===== config.mk =====
export PLATFORM = sky130hd
export DESIGN_NAME = apb_master_req
export DESIGN_NICKNAME = d
export VERILOG_FILES = /design/src/rtl/apb_master_req.sv
export SDC_FILE = /design/constraint.sdc
export NUM_CORES = 1
export LEC_CHECK = 0
export CAP_MARGIN = 20
export CORE_UTILIZATION = 40
export CTS_BUF_LIST = sky130_fd_sc_hd__clkbuf_4 sky130_fd_sc_hd__clkbuf_8 sky130_fd_sc_hd__clkbuf_16
export CTS_CLUSTER_DIAMETER = 50
export DETAILED_ROUTE_END_ITERATION = 10
export GPL_ROUTABILITY_DRIVEN = 0
export PLACE_DENSITY = 0.84
export REMOVE_ABC_BUFFERS = 1
export SLEW_MARGIN = 0
export SYNTH_ARGS = -nofsm -noshare
export SYNTH_HDL_FRONTEND = slang
export SYNTH_SLANG_ARGS = --single-unit

===== constraint.sdc =====
create_clock -name pclk_i -period 1.9 [get_ports pclk_i]
set_input_delay 0.19 -clock pclk_i [delete_from_list [all_inputs] [get_ports pclk_i]]
set_output_delay 0.19 -clock pclk_i [all_outputs]
set_load 0.005 [all_outputs]

===== src/rtl/apb_master_req.sv =====
// -----------------------------------------------------------------------------
// apb_master_req
//
// Single-outstanding APB3 initiator. A bus-agnostic requester hands over one
// transfer on a valid/ready request channel; the block runs it as an APB
// SETUP/ACCESS sequence and returns the outcome on a valid/ready response
// channel. A new request is taken only once the previous response has been
// consumed.
//
// Optional feature (compile-time macro APB_MASTER_TIMEOUT_EN):
//   defined   - ACCESS is aborted after TIMEOUT_CYCLES cycles without pready_i,
//               returning an error response flagged as a timeout.
//   undefined - ACCESS waits indefinitely; rsp_timeout_o is constant 0.
//
// Parameters:
//   APB_ADDR_WIDTH  width of req_addr_i / paddr_o
//   TIMEOUT_CYCLES  ACCESS-phase cycle limit (>= 1), timeout build only
//
// Ports:
//   pclk_i, presetn_i      clock (rising edge), async active-low reset
//   req_valid_i/ready_o    request handshake
//   req_addr_i/wdata_i     transfer address / write data
//   req_write_i            1 = write, 0 = read
//   rsp_valid_o/ready_i    response handshake
//   rsp_rdata_o            read data (0 for writes and timeouts)
//   rsp_err_o              pslverr_i captured, or timeout
//   rsp_timeout_o          response produced by the timeout
//   busy_o                 a transfer is in flight (FSM not IDLE)
//   paddr_o .. penable_o   APB master outputs
//   prdata_i, pready_i,
//   pslverr_i              APB responder returns
// -----------------------------------------------------------------------------
module apb_master_req #(
  parameter int unsigned APB_ADDR_WIDTH = 12,
  parameter int unsigned TIMEOUT_CYCLES = 255
) (
  input  logic                      pclk_i,
  input  logic                      presetn_i,
  // request channel
  input  logic                      req_valid_i,
  output logic                      req_ready_o,
  input  logic [APB_ADDR_WIDTH-1:0] req_addr_i,
  input  logic [31:0]               req_wdata_i,
  input  logic                      req_write_i,
  // response channel
  output logic                      rsp_valid_o,
  input  logic                      rsp_ready_i,
  output logic [31:0]               rsp_rdata_o,
  output logic                      rsp_err_o,
  output logic                      rsp_timeout_o,
  output logic                      busy_o,
  // APB master side
  output logic [APB_ADDR_WIDTH-1:0] paddr_o,
  output logic [31:0]               pwdata_o,
  output logic                      pwrite_o,
  output logic                      psel_o,
  output logic                      penable_o,
  input  logic [31:0]               prdata_i,
  input  logic                      pready_i,
  input  logic                      pslverr_i
);

  typedef enum logic [1:0] {
    S_IDLE   = 2'd0,
    S_SETUP  = 2'd1,
    S_ACCESS = 2'd2,
    S_RESP   = 2'd3
  } state_e;

  // A zero limit would make the timeout compare against an all-ones count.
  if (TIMEOUT_CYCLES < 1) begin : g_bad_timeout
    $error("apb_master_req: TIMEOUT_CYCLES must be >= 1");
  end

  state_e                    state_q, state_d;
  logic [APB_ADDR_WIDTH-1:0] paddr_q, paddr_d;
  logic [31:0]               pwdata_q, pwdata_d;
  logic                      pwrite_q, pwrite_d;
  logic                      rsp_valid_q, rsp_valid_d;
  logic [31:0]               rsp_rdata_q, rsp_rdata_d;
  logic                      rsp_err_q, rsp_err_d;
  logic                      rsp_timeout_q, rsp_timeout_d;
  logic                      timeout_hit;

  // ---------------------------------------------------------------------------
  // ACCESS watchdog
  // ---------------------------------------------------------------------------
`ifdef APB_MASTER_TIMEOUT_EN
  localparam int unsigned          CNT_W    = $clog2(TIMEOUT_CYCLES + 1);
  localparam logic [CNT_W-1:0]     CNT_LAST = CNT_W'(TIMEOUT_CYCLES - 1);

  logic [CNT_W-1:0] wait_cnt_q, wait_cnt_d;

  // Cleared during SETUP so it reads 0 in the first ACCESS cycle; the limit
  // cycle is therefore the TIMEOUT_CYCLES-th ACCESS cycle.
  always_comb begin
    wait_cnt_d = wait_cnt_q;
    if (state_q == S_SETUP) begin
      wait_cnt_d = '0;
    end else if ((state_q == S_ACCESS) && !pready_i) begin
      wait_cnt_d = wait_cnt_q + 1'b1;
    end
  end

  always_ff @(posedge pclk_i or negedge presetn_i) begin
    if (!presetn_i) begin
      wait_cnt_q <= '0;
    end else begin
      wait_cnt_q <= wait_cnt_d;
    end
  end

  // A pready_i in the limit cycle wins: the transfer completes normally.
  assign timeout_hit = (state_q == S_ACCESS) && !pready_i && (wait_cnt_q == CNT_LAST);
`else
  assign timeout_hit = 1'b0;
`endif

  // ---------------------------------------------------------------------------
  // State register and output registers
  // ---------------------------------------------------------------------------
  // NOTE: every flop is written with <= so all of them sample the values
  // computed before the edge; a blocking = here would create order-dependent
  // simulation that no longer matches the synthesized netlist.
  always_ff @(posedge pclk_i or negedge presetn_i) begin
    if (!presetn_i) begin
      state_q       <= S_IDLE;
      paddr_q       <= '0;
      pwdata_q      <= '0;
      pwrite_q      <= 1'b0;
      rsp_valid_q   <= 1'b0;
      rsp_rdata_q   <= '0;
      rsp_err_q     <= 1'b0;
      rsp_timeout_q <= 1'b0;
    end else begin
      state_q       <= state_d;
      paddr_q       <= paddr_d;
      pwdata_q      <= pwdata_d;
      pwrite_q      <= pwrite_d;
      rsp_valid_q   <= rsp_valid_d;
      rsp_rdata_q   <= rsp_rdata_d;
      rsp_err_q     <= rsp_err_d;
      rsp_timeout_q <= rsp_timeout_d;
    end
  end

  // ---------------------------------------------------------------------------
  // Next-state logic
  // ---------------------------------------------------------------------------
  // NOTE: each always_comb starts by assigning a default to every signal it
  // drives, so no path through the case leaves a value unassigned and no
  // latch is inferred.
  always_comb begin
    state_d = state_q;
    unique case (state_q)
      S_IDLE:   if (req_valid_i)                state_d = S_SETUP;
      S_SETUP:                                  state_d = S_ACCESS;
      S_ACCESS: if (pready_i || timeout_hit)    state_d = S_RESP;
      S_RESP:   if (rsp_ready_i)                state_d = S_IDLE;
      default:                                  state_d = S_IDLE;
    endcase
  end

  // ---------------------------------------------------------------------------
  // Output-register next values
  // ---------------------------------------------------------------------------
  always_comb begin
    paddr_d       = paddr_q;
    pwdata_d      = pwdata_q;
    pwrite_d      = pwrite_q;
    rsp_valid_d   = rsp_valid_q;
    rsp_rdata_d   = rsp_rdata_q;
    rsp_err_d     = rsp_err_q;
    rsp_timeout_d = rsp_timeout_q;

    unique case (state_q)
      S_IDLE: begin
        // APB address/data only move on acceptance, so they are stable
        // across SETUP and ACCESS and hold their last value while idle.
        if (req_valid_i) begin
          paddr_d  = req_addr_i;
          pwdata_d = req_wdata_i;
          pwrite_d = req_write_i;
        end
      end
      S_ACCESS: begin
        if (pready_i) begin
          rsp_valid_d   = 1'b1;
          rsp_rdata_d   = pwrite_q ? 32'd0 : prdata_i;
          rsp_err_d     = pslverr_i;
          rsp_timeout_d = 1'b0;
        end else if (timeout_hit) begin
          rsp_valid_d   = 1'b1;
          rsp_rdata_d   = 32'd0;
          rsp_err_d     = 1'b1;
          rsp_timeout_d = 1'b1;
        end
      end
      S_RESP: begin
        if (rsp_ready_i) begin
          rsp_valid_d = 1'b0;
        end
      end
      default: ;
    endcase
  end

  // ---------------------------------------------------------------------------
  // Outputs
  // ---------------------------------------------------------------------------
  assign req_ready_o   = (state_q == S_IDLE);
  assign busy_o        = (state_q != S_IDLE);
  assign psel_o        = (state_q == S_SETUP) || (state_q == S_ACCESS);
  assign penable_o     = (state_q == S_ACCESS);

  assign paddr_o       = paddr_q;
  assign pwdata_o      = pwdata_q;
  assign pwrite_o      = pwrite_q;
  assign rsp_valid_o   = rsp_valid_q;
  assign rsp_rdata_o   = rsp_rdata_q;
  assign rsp_err_o     = rsp_err_q;
  assign rsp_timeout_o = rsp_timeout_q;

endmodule

* Yosys cells after proc, flatten, opt, wreduce, memory -nomap -nowiden
Cells that the tools add are included.
W data, S select, Z words.
** Cells by class
- Reductions and logical operators :: 8
- Multiplexer cells :: 8
- Equal/unequal tests :: 6
** Operators by type and width (count)
- $mux W32 :: 1
- $pmux W2 S4 :: 1
- $mux W2 :: 3
- $reduce_and A3 Y1 :: 2
- $eq A2 B2 Y1 const B :: 2
- $ne A2 B2 Y1 const B :: 2
- $reduce_and A2 Y1 :: 2
- $reduce_bool A2 Y1 :: 2
- $eq A2 B1 Y1 const B :: 1
- $logic_not A2 Y1 :: 1
- $mux W1 :: 2
- $ne A2 B1 Y1 const B :: 1
- $pmux W1 S2 :: 1
- $logic_or A1 B1 Y1 :: 1
** Word-level totals
- Output and inout bits :: 84
- Input bits :: 83
- Word-level logic and storage cells :: 29
- Flip-flop bits (word level) :: 81

* Logic depth before layout (Yosys ltp)
- Word-level depth :: 3
- Mapped depth :: 7
- Gate-level depth less buffers :: 5

* Worst setup path after synthesis
No wires, ideal clock.
- Path kind :: reg2reg
- Start :: reg state_q[1]
- End :: reg state_q[1]
- Setup time :: 0.127 ns
- Setup slack :: 0.335 ns
- Data arrival time :: 1.437 ns
- Buffers on the path :: 0
- Data required time :: 1.773 ns
- Stages on the path, launching flop included :: 5
- Clock period less this slack :: 1.565 ns
- Cell sequence :: dfrtp_1 inv_1 ha_1 a222oi_1 mux2_1
** On the way
- Longest elaborated chain between the ends :: 3
- Elaborated cells between the ends (all ways) :: 9
- Those cells by class :: 6 x eq/ne; 1 x mux; 2 x reduce/logical
** RTL lines
- from (decl) :: RTL line 75 : state_e state_q, state_d;
- from (signal assigned) :: RTL line 136 : state_q <= state_d;
- $logic_not A2 Y1 *
- net req_ready_o :: RTL line 41 : output logic req_ready_o,
- $ne A2 B2 Y1 (no line)
- $reduce_and A3 Y1 (no line)
Mark *: on every way through the listed nets, which the timed path passes. The rest lies on a longest branch.
A chain may end at the register's enable or synchronous reset.

* Final worst setup path
- Start :: reg state_q[1]
- End :: out psel_o
** On the way
- Longest elaborated chain between the ends :: 2
- Elaborated cells between the ends (all ways) :: 3
- Those cells by class :: 2 x eq/ne; 1 x reduce/logical
** RTL lines
- $eq A2 B1 Y1 / $eq A2 B2 Y1 (equally long branches) :: RTL line 213 : assign psel_o = (state_q == S_SETUP) || (state_q == S_ACCESS);
- $logic_or A1 B1 Y1 * :: RTL line 213
- to (decl) :: RTL line 56 : output logic psel_o,
Every way passes the cells marked *; elsewhere a longest branch is shown, timed or not.

==> metrics.md <==
| Metric | Value |
|---|---|
| Status | `complete, no violations` |
| CP Cell Sequence | `inv_1, ha_2, clkdlybuf4s50_1` |
| Post-synthesis async set-or-reset flop share | `100.0%` |
| Sum Neg Setup Slack | `0 ns` |
| Worst skew pair latency | `0.33 ns` |
| Mapped Cells | `259` |
| Footprint of the multi-input gates | `1121 sq um` |
| Total placed cells including tap cells | `517` |
| Crit path DAT | `1.60 ns` |
| Placement Setup Slack | `0.1938 ns` |
| Clk slew on worst S/H paths | `0.08 ns` |
| Post-route ant nets | `0` |
| Total Routed Length | `7558 microns` |
| Syn Area/Cell | `12.50 sq um` |
| CTS sink count | `81` |
| Critical path class | `reg -> out` |
| Worst-case clock buffer depth | `2` |
| Slowest-stage cell, CP | `clkdlybuf4s50_1` |
| Slew headroom | `65.20%` |
| Drc violations | `0` |
| Fmax | `558.3 MHz` |
| FF/Latch Area | `2028 sq um` |
| Sequential cell area fraction in the yosys report | `62.62%` |
| Synth area leader | `dfrtp_1` |
| Core footprint | `7767 sq um` |
| Critical Path RT | `1.71 ns` |
| Layout cell share with drive strength beyond 1 | `16.74%` |
| Period utilisation layout | `94.27%` |
| Die footprint | `8456 sq um` |
| Crit. End Element | `output pin` |
| Final setup viols | `0` |
| IO Port Bufs | `165` |
| Num CTS Buffers | `9` |
| Diodes inserted | `0` |
| Lkg Pwr | `0.002248 uW` |
| Fillers | `605` |
| Synthesized area | `3237 sq um` |
| I/O Pins | `167` |
| Root buffer cell | `clkbuf_8` |
| Largest net degree at the start of global routing | `46` |
| Synth Register Bits | `81` |
| Pins over their slew limit | `0` |
| Max-Cap Viols | `0` |
| GR Util All Layers | `18.79%` |
| Vias | `2442` |
| Ys flop type | `dfrtp_1` |
| Vias per cell | `4.590` |
| FP Rows | `32` |
| Starting Density | `41.67%` |
| Die Wd | `91.96 microns` |
| Crit path max fanout | `5` |
| Final Instance Area | `5230 sq um` |
| Area delta synth->final | `61.58%` |
| Router iterations before antenna repair | `4` |
| Slowest stage delay, CP | `0.49 ns` |
| Worst-Margin Slew | `0.5221 ns` |
| Peak VDD IR | `0.0006727 V` |
| GRT overflow | `0` |
| Synth cell count leaders | `dfrtp_1 (81), mux2_2 (46), nand2_1 (33)` |
| EDFF count, synth | `0` |
| Placed inst area | `5016 sq um` |
| Final min period | `1.791 ns` |
| Avg WL per Cell | `14.21 microns` |
| First-pass GRT wire length | `12250 microns` |
| Htree depth | `3` |
| Ranking of synthesized cells by area | `dfrtp_1 (63%), mux2_2 (16%), nand2b_1 (6.2%)` |
| Final setup margin | `0.1089 ns` |
| Syn. warnings | `0` |
| Die height | `91.96 microns` |
| Post-synthesis cell type count | `18` |
| Top cell type's share of synthesized area | `62.62%` |
| Worst hold-check path type | `in -> async` |
| Final Hold Fails | `0` |
| Worst setup skew after layout | `0.008678 ns` |
| CP Launch Type | `register` |
| CTS tree | `yes` |
| Vias in the first global route | `2493` |
| Cell with the most instances after synthesis | `dfrtp_1` |
| Count of nets after finishing | `514` |
| Fin cells | `532` |
| Min Hold Slack | `0.3644 ns` |
| DRT iter0 DRCs | `40` |
| # Post-CTS Setup Buffers | `0` |
| Detailed Place HPWL | `5615 microns` |
| PD cells | `1508 nW/um^2` |
| Initial antenna violation count | `0` |
layout make-up:
class                   instances  share of cell area, %
clock buffers                  12                  3.038
clock inverters                 2                 0.7416
inverters                       7                 0.5024
multi-input cells             156                  21.44
flip-flops and latches         81                  38.78
well taps                     102                  2.440
repair buffers                172                  33.06
power breakdown:
group          switching, uW  internal [uW]  leakage, uW
clock                    564            683     0.000102
combinational           1200           2430      0.00117
sequential               432           2570     0.000980
timing repair:
action,4_1_cts,5_1_grt
hold endpoints to repair,40,0
hold buffers,1,0
resized for setup,0,3
endpoints found under the setup margin,0,3
registers in the layout (all words and copies together), names as in the netlist:
signal       cells
paddr_o         12
pwdata_o        32
pwrite_o         1
rsp_err_o        1
rsp_rdata_o     32
rsp_valid_o      1
state_q          2
routing by layer:
layer	part of all wire (%)	vias to the layer above	track usage, %
met5	0	-	0
met1	42	1136	23.40
met3	7.4	7	6.882
li1	-	1190	-
met2	50	109	31.03
met4	0.89	0	4.688
path summary, 6_finish.rpt:
check	start	depth (start not counted)	to	slack, ns
setup / recovery	state_q[1]	3	psel_o	0.11
setup reg to reg	state_q[0]	4	state_q[1]	0.29
max in group asynchronous	presetn_i	3	state_q[1]	0.91
hold / removal	presetn_i	2	pwdata_o[1]	0.36
min in group pclk_i	prdata_i[12]	3	rsp_rdata_o[12]	0.41
hold reg to reg	rsp_rdata_o[13]	2	rsp_rdata_o[13]	0.48
critical path, delay by kind of cell (launching register included):
kind | cells | cell delay [ns]
adders and majority gates | 1 | 0.32
buffers and inverters | 2 | 0.55
DFF | 1 | 0.41
stage by stage:
step	total power, uW	util, %
after CTS	7995	67.25
after global routing	8454	67.33
after global placement	6584	64.58
after floorplan	4359	-
final	7884	67.33
after detailed placement	6718	64.58
cells in the final DEF, fill, tap and decap left out, types with 2 or more instances in the layout:
cell             instances
dfrtp_1                 80
clkbuf_8                11
ha_2                     2
o21ai_0                 32
mux2_2                  46
clkdlybuf4s50_1        164
nand2b_1                32
nand2_1                 32
buf_12                   2
buf_4                    5
ha_1                     2
inv_1                    7
a21oi_1                  2
nand2_2                  2
cell families (layout without fill, tap and decap cells):
family                     Yosys count  count (layout)  synth area share (%)
DFF                                 81              81                 62.62
and+or+nand+nor                     67              67                 10.32
muxes                               48              48                 16.66
AOI/OAI and AO/OA                   36              36                 5.760
buffers and inverters               22             193                 2.977
adders and majority gates            4               4                 1.546
other                                1               1                0.1159
Power figures use the tool's default switching activity.
